<file path="src/rtl/lcm_stage.sv">
// LCM stage fed by an upstream gcd: lcm = floor(x/g)*y.
// Restoring divide (size cycles), shift-add multiply (size cycles), then one-cycle DONE.
//   state  | meaning
//   IDLE   | waiting for en_i, operands sampled here only
//   DIV    | one quotient bit per cycle, MSB first
//   MUL    | one multiplier bit per cycle, LSB first
//   DONE   | valid_o pulse, return to IDLE
module lcm_stage #(
  parameter int size = 11
) (
  input  logic              clk,
  input  logic              rst,
  input  logic [size-1:0]   x_i,
  input  logic [size-1:0]   y_i,
  input  logic [size-1:0]   g_i,
  input  logic              en_i,
  output logic [2*size-1:0] lcm_o,
  output logic              valid_o,
  output logic              busy_o,
  output logic              err_o
);

  localparam int CW = $clog2(size + 1);
  localparam logic [1:0] S_IDLE = 2'd0;
  localparam logic [1:0] S_DIV  = 2'd1;
  localparam logic [1:0] S_MUL  = 2'd2;
  localparam logic [1:0] S_DONE = 2'd3;

  logic [1:0]        r_state;
  logic [CW-1:0]     r_cnt;
  logic [size-1:0]   r_g;
  logic [size-1:0]   r_rem;
  logic [size-1:0]   r_q;
  logic [2*size-1:0] r_mcand;
  logic [2*size-1:0] r_acc;
  logic [2*size-1:0] r_lcm;
  logic              r_err;

  logic [size:0]     w_trial;
  logic [size:0]     w_diff;
  logic              w_fit;
  logic [2*size-1:0] w_acc_nxt;
  logic              w_cnt_tc;
  logic              w_zero;

  // r_q holds the dividend during DIV (quotient bits shift in at the LSB), then the multiplier during MUL
  assign w_trial   = {r_rem, r_q[size-1]};
  assign w_diff    = w_trial - {1'b0, r_g};
  assign w_fit     = ~w_diff[size];
  assign w_acc_nxt = r_acc + (r_q[0] ? r_mcand : '0);
  assign w_cnt_tc  = (r_cnt == '0);
  assign w_zero    = (g_i == '0) || (x_i == '0) || (y_i == '0);

  always_ff @(posedge clk) begin
    if (rst) begin
      r_state <= S_IDLE;
      r_cnt   <= '0;
      r_g     <= '0;
      r_rem   <= '0;
      r_q     <= '0;
      r_mcand <= '0;
      r_acc   <= '0;
      r_lcm   <= '0;
      r_err   <= 1'b0;
    end else begin
      case (r_state)
        S_IDLE: begin
          if (en_i) begin
            if (w_zero) begin
              r_lcm   <= '0;
              r_err   <= (g_i == '0);
              r_state <= S_DONE;
            end else begin
              r_g     <= g_i;
              r_q     <= x_i;
              r_rem   <= '0;
              r_mcand <= {{size{1'b0}}, y_i};
              r_acc   <= '0;
              r_cnt   <= CW'(size - 1);
              r_err   <= 1'b0;
              r_state <= S_DIV;
            end
          end
        end
        S_DIV: begin
          r_rem <= w_fit ? w_diff[size-1:0] : w_trial[size-1:0];
          r_q   <= {r_q[size-2:0], w_fit};
          if (w_cnt_tc) begin
            r_cnt   <= CW'(size - 1);
            r_state <= S_MUL;
          end else begin
            r_cnt <= r_cnt - 1'b1;
          end
        end
        S_MUL: begin
          r_acc   <= w_acc_nxt;
          r_mcand <= r_mcand << 1;
          r_q     <= r_q >> 1;
          if (w_cnt_tc) begin
            r_lcm   <= w_acc_nxt;
            r_state <= S_DONE;
          end else begin
            r_cnt <= r_cnt - 1'b1;
          end
        end
        S_DONE:  r_state <= S_IDLE;
        default: r_state <= S_IDLE;
      endcase
    end
  end

  assign lcm_o   = r_lcm;
  assign valid_o = (r_state == S_DONE);
  assign busy_o  = (r_state != S_IDLE);
  assign err_o   = r_err;

endmodule

</file>
<file path="config.mk">
export PLATFORM = sky130hd
export DESIGN_NAME = lcm_stage
export DESIGN_NICKNAME = d
export VERILOG_FILES = /design/src/rtl/lcm_stage.sv
export SDC_FILE = /design/constraint.sdc
export NUM_CORES = 1
export LEC_CHECK = 0
export CORE_ASPECT_RATIO = 0.7
export CORE_MARGIN = 3
export CORE_UTILIZATION = 45
export CTS_CLUSTER_DIAMETER = 30
export CTS_CLUSTER_SIZE = 14
export DETAILED_ROUTE_END_ITERATION = 6
export PLACE_DENSITY = 0.65
export SYNTH_ARGS = -nofsm -noshare
export SYNTH_HDL_FRONTEND = slang
export SYNTH_SLANG_ARGS = --single-unit
</file>
<file path="constraint.sdc">
create_clock -name clk -period 7.1 [get_ports clk]
set_clock_uncertainty 0.05 [all_clocks]
set_input_delay 1.42 -clock clk [delete_from_list [all_inputs] [get_ports clk]]
set_output_delay 1.42 -clock clk [all_outputs]
set_load 0.02 [all_outputs]
</file>
==> results.py <==
metrics = {
    "global_routing": {
        "grt-ovfl-total": 0,
        "grt_util_met2_pct": 30.83,
        "grt_pass1_wl_mm": 27.82,
        "globalRouteMet1Util_pct": 32.37,
        "busiest_layer": "met1",
        "grtUsageMet3_pct": 4.729,
        "grt_pass1_vias": 5538,
        "grtUsageTotal_pct": 21.30,
        "antenna_found_initial": 0,
        "grt_max_degree": 92,
    },
    "detailed_routing": {
        "drtIter0Drc": 363,
        "ant_nets": 0,
        "drc": 0,
        "wl_per_cell_um": 16.63,
        "dr.pass1.iters": 5,
        "wirelength_mm": 16.82,
        "num_vias": 5813,
        "vias_per_cell": 5.750,
    },
    "sta": {
        "setup-tns-final_ns": 0,
        "min_period_over_period_pct": 63.21,
        "finalMaxSlewViolations": 0,
        "rsz0062_at_grt": "no",
        "slew_headroom_pct": 22.28,
        "tightest_slew_ns": 1.166,
        "final_hold_viol_count": 0,
        "setup_viol": 0,
        "post-route-min-period_ns": 4.488,
        "fmaxAchievable_mhz": 222.8,
    },
    "floorplanning": {
        "die-area_sq_um": 15780,
        "row_count": 35,
        "coreArea_sq_um": 13580,
        "start_util_pct": 47.35,
        "ios": 61,
        "fp.dieW_um": 148.8,
        "die_h_um": 106.0,
    },
    "synth": {
        "synth_cells": 796,
        "synthFlopType": "dfxtp_1",
        "seq_area_frac_synth_pct": 33.02,
        "async_flop_share_pct": 0,
        "synth_fp_nets": 872,
        "netlist_top_cells_area": "dfxtp_1 (33%), ha_1 (7.4%), a21oi_1 (5.7%)",
        "synthesis.area_sq_um": 6427,
        "yosys.area.top_type_share_pct": 33.02,
        "synth_warnings": 0,
        "ys_seq_elements": 106,
        "synth.avg_cell_area_sq_um": 8.075,
        "synth_edf_count": 0,
        "synth.distinct_cells": 65,
        "yosysTopAreaCell": "dfxtp_1",
    },
    "power_and_ir_drop": {
        "power_density_nw_per_um2": 333.4,
        "vdd_drop_max_v": 0.0001734,
        "p_leak_nw": 2.709,
    },
    "cts": {
        "clk_pin_slew_ns": 0.07,
        "clk_latency_ns": 0.35,
        "h-tree-depth": 3,
        "cts_resized": 0,
        "clockBufferDepth": 2,
        "post-cts-setup-buffers": 0,
        "cts_tree": "done",
        "numCtsBuffers": 9,
        "cts.sinks": 106,
        "root_buffer": "clkbuf_16",
        "cts_hold_buf": 0,
    },
    "placement": {
        "gp_congestion": 0.9044,
        "dp_hpwl_mm": 12.01,
        "numPortBuffers": 60,
        "placed_area_sq_um": 7062,
    },
    "min_path": {
        "hold_class": "register to register",
        "whs_path_depth": 2,
    },
    "layout": {
        "syn2layout_area_growth_pct": 14.44,
        "drive_above_1_share_pct": 5.085,
        "nets": 897,
        "postLayoutCellArea_sq_um": 7356,
        "n_antenna_cell": 0,
    },
    "setup_path": {
        "cp_max_fo": 28,
        "rr_worst_depth": 11,
        "setup.worst_path.class": "input port to register",
        "worstPathArrival_ns": 4.68,
        "end_kind": "register",
        "required_ns": 7.29,
        "start_kind": "input port",
    },
    "run": {
        "cap_violations": 0,
    },
    "run_status": {
        "run_status": "complete, no violations",
    },
}
## path summary, 6_finish.rpt
| path | from | to | slack (ns) |
|---|---|---|---|
| max | g_i[10] | r_acc[21] | 2.61 |
| min | r_acc[6] | r_acc[6] | 0.41 |
| max reg2reg | r_q[0] | lcm_o[18] | 3.47 |
| min reg2reg | r_acc[6] | r_acc[6] | 0.41 |
## Yosys cell counts, drive strengths merged (3+ instances only)
library cell / instances
nor3: 17
a311o: 4
inv: 25
nand2b: 6
ha: 38
mux2i: 35
nor2: 77
nor4: 12
or3: 5
nand4: 7
a21o: 7
o211ai: 8
and3: 7
a22oi: 9
nand3: 39
buf: 24
xor2: 11
o21ai: 46
nand2: 81
dfxtp: 106
nand3b: 10
a211oi: 26
o311ai: 5
o21a: 6
a21boi: 3
a21oi: 75
and2: 22
xnor2: 14
nor2b: 10
clkbuf: 28
nor3b: 5
## sequential cells by signal, indices dropped and copies added, names as in the netlist
register,cells
r_rem,11
r_g,11
lcm_o,22
r_cnt,4
r_state,2
err_o,1
r_mcand,22
r_acc,22
r_q,11
## metal layers
layer,vias up,wire length [um]
met1,2727,8690
li1,2903,-
met2,165,6907
met3,18,1066
met4,0,153
met5,-,0
## kinds of logic after synthesis
family,share of synthesized area [%]
multiplexers,5.451
adder cells (fa/ha/maj),8.020
AND/OR/NAND/NOR,22.60
flip-flops,33.02
AO/OA/AOI/OAI,22.13
buffers and inverters,5.256
XOR/XNOR,3.524
## power breakdown
part	internal (mW)	switching, mW
logic	0.450	0.717
clock network	0.276	0.239
registers	0.684	0.0863
total	1.41	1.04
## through the flow
step / std cells / worst slack, ns / hold WS, ns / utilization (%) / power, mW
after CTS: 1011 / 2.665 / 0.4075 / 54.18 / 2.457
after floorplan: 796 / 4.034 / 0.3821 / - / 1.720
after detailed placement: 995 / 2.305 / 0.3987 / 52.02 / 1.940
after global routing: 1011 / 2.398 / 0.4300 / 54.18 / 2.620
after global placement: 995 / 2.418 / 0.3939 / 52.02 / 1.917
final: 1011 / 2.612 / 0.4085 / 54.18 / 2.453
## cell type report
type | count | area, sq um
fill | 1301 | 6220
tap | 185 | 231.5
clock buffer | 10 | 229.0
timing repair buffer | 66 | 640.6
clock inverter | 6 | 65.06
sequential | 106 | 2122
inverter | 26 | 97.59
multi-input combinational | 612 | 3970
## worst max-delay path, stage by stage
cell and delay [ns]:
clkdlybuf4s50_1 0.44, nor4_1 0.50, and3_1 0.30, or4_1 0.66
a21boi_4 0.53, buf_4 0.39, nor3_1 0.11, a311o_1 0.32
## cell usage in the layout (no fill, tap or decap), drive strengths merged, types with 8 or more instances in the layout
master	count
nand3	39
and2	22
dfxtp	106
xor2	11
nand3b	10
nor3	17
clkdlybuf4s50	59
ha	38
mux2i	35
inv	27
clkbuf	10
nand2	81
xnor2	14
o211ai	8
a21oi	75
nor4	12
nor2	77
nor2b	10
a22oi	9
a211oi	26
o21ai	46
Power figures use the tool's default switching activity.
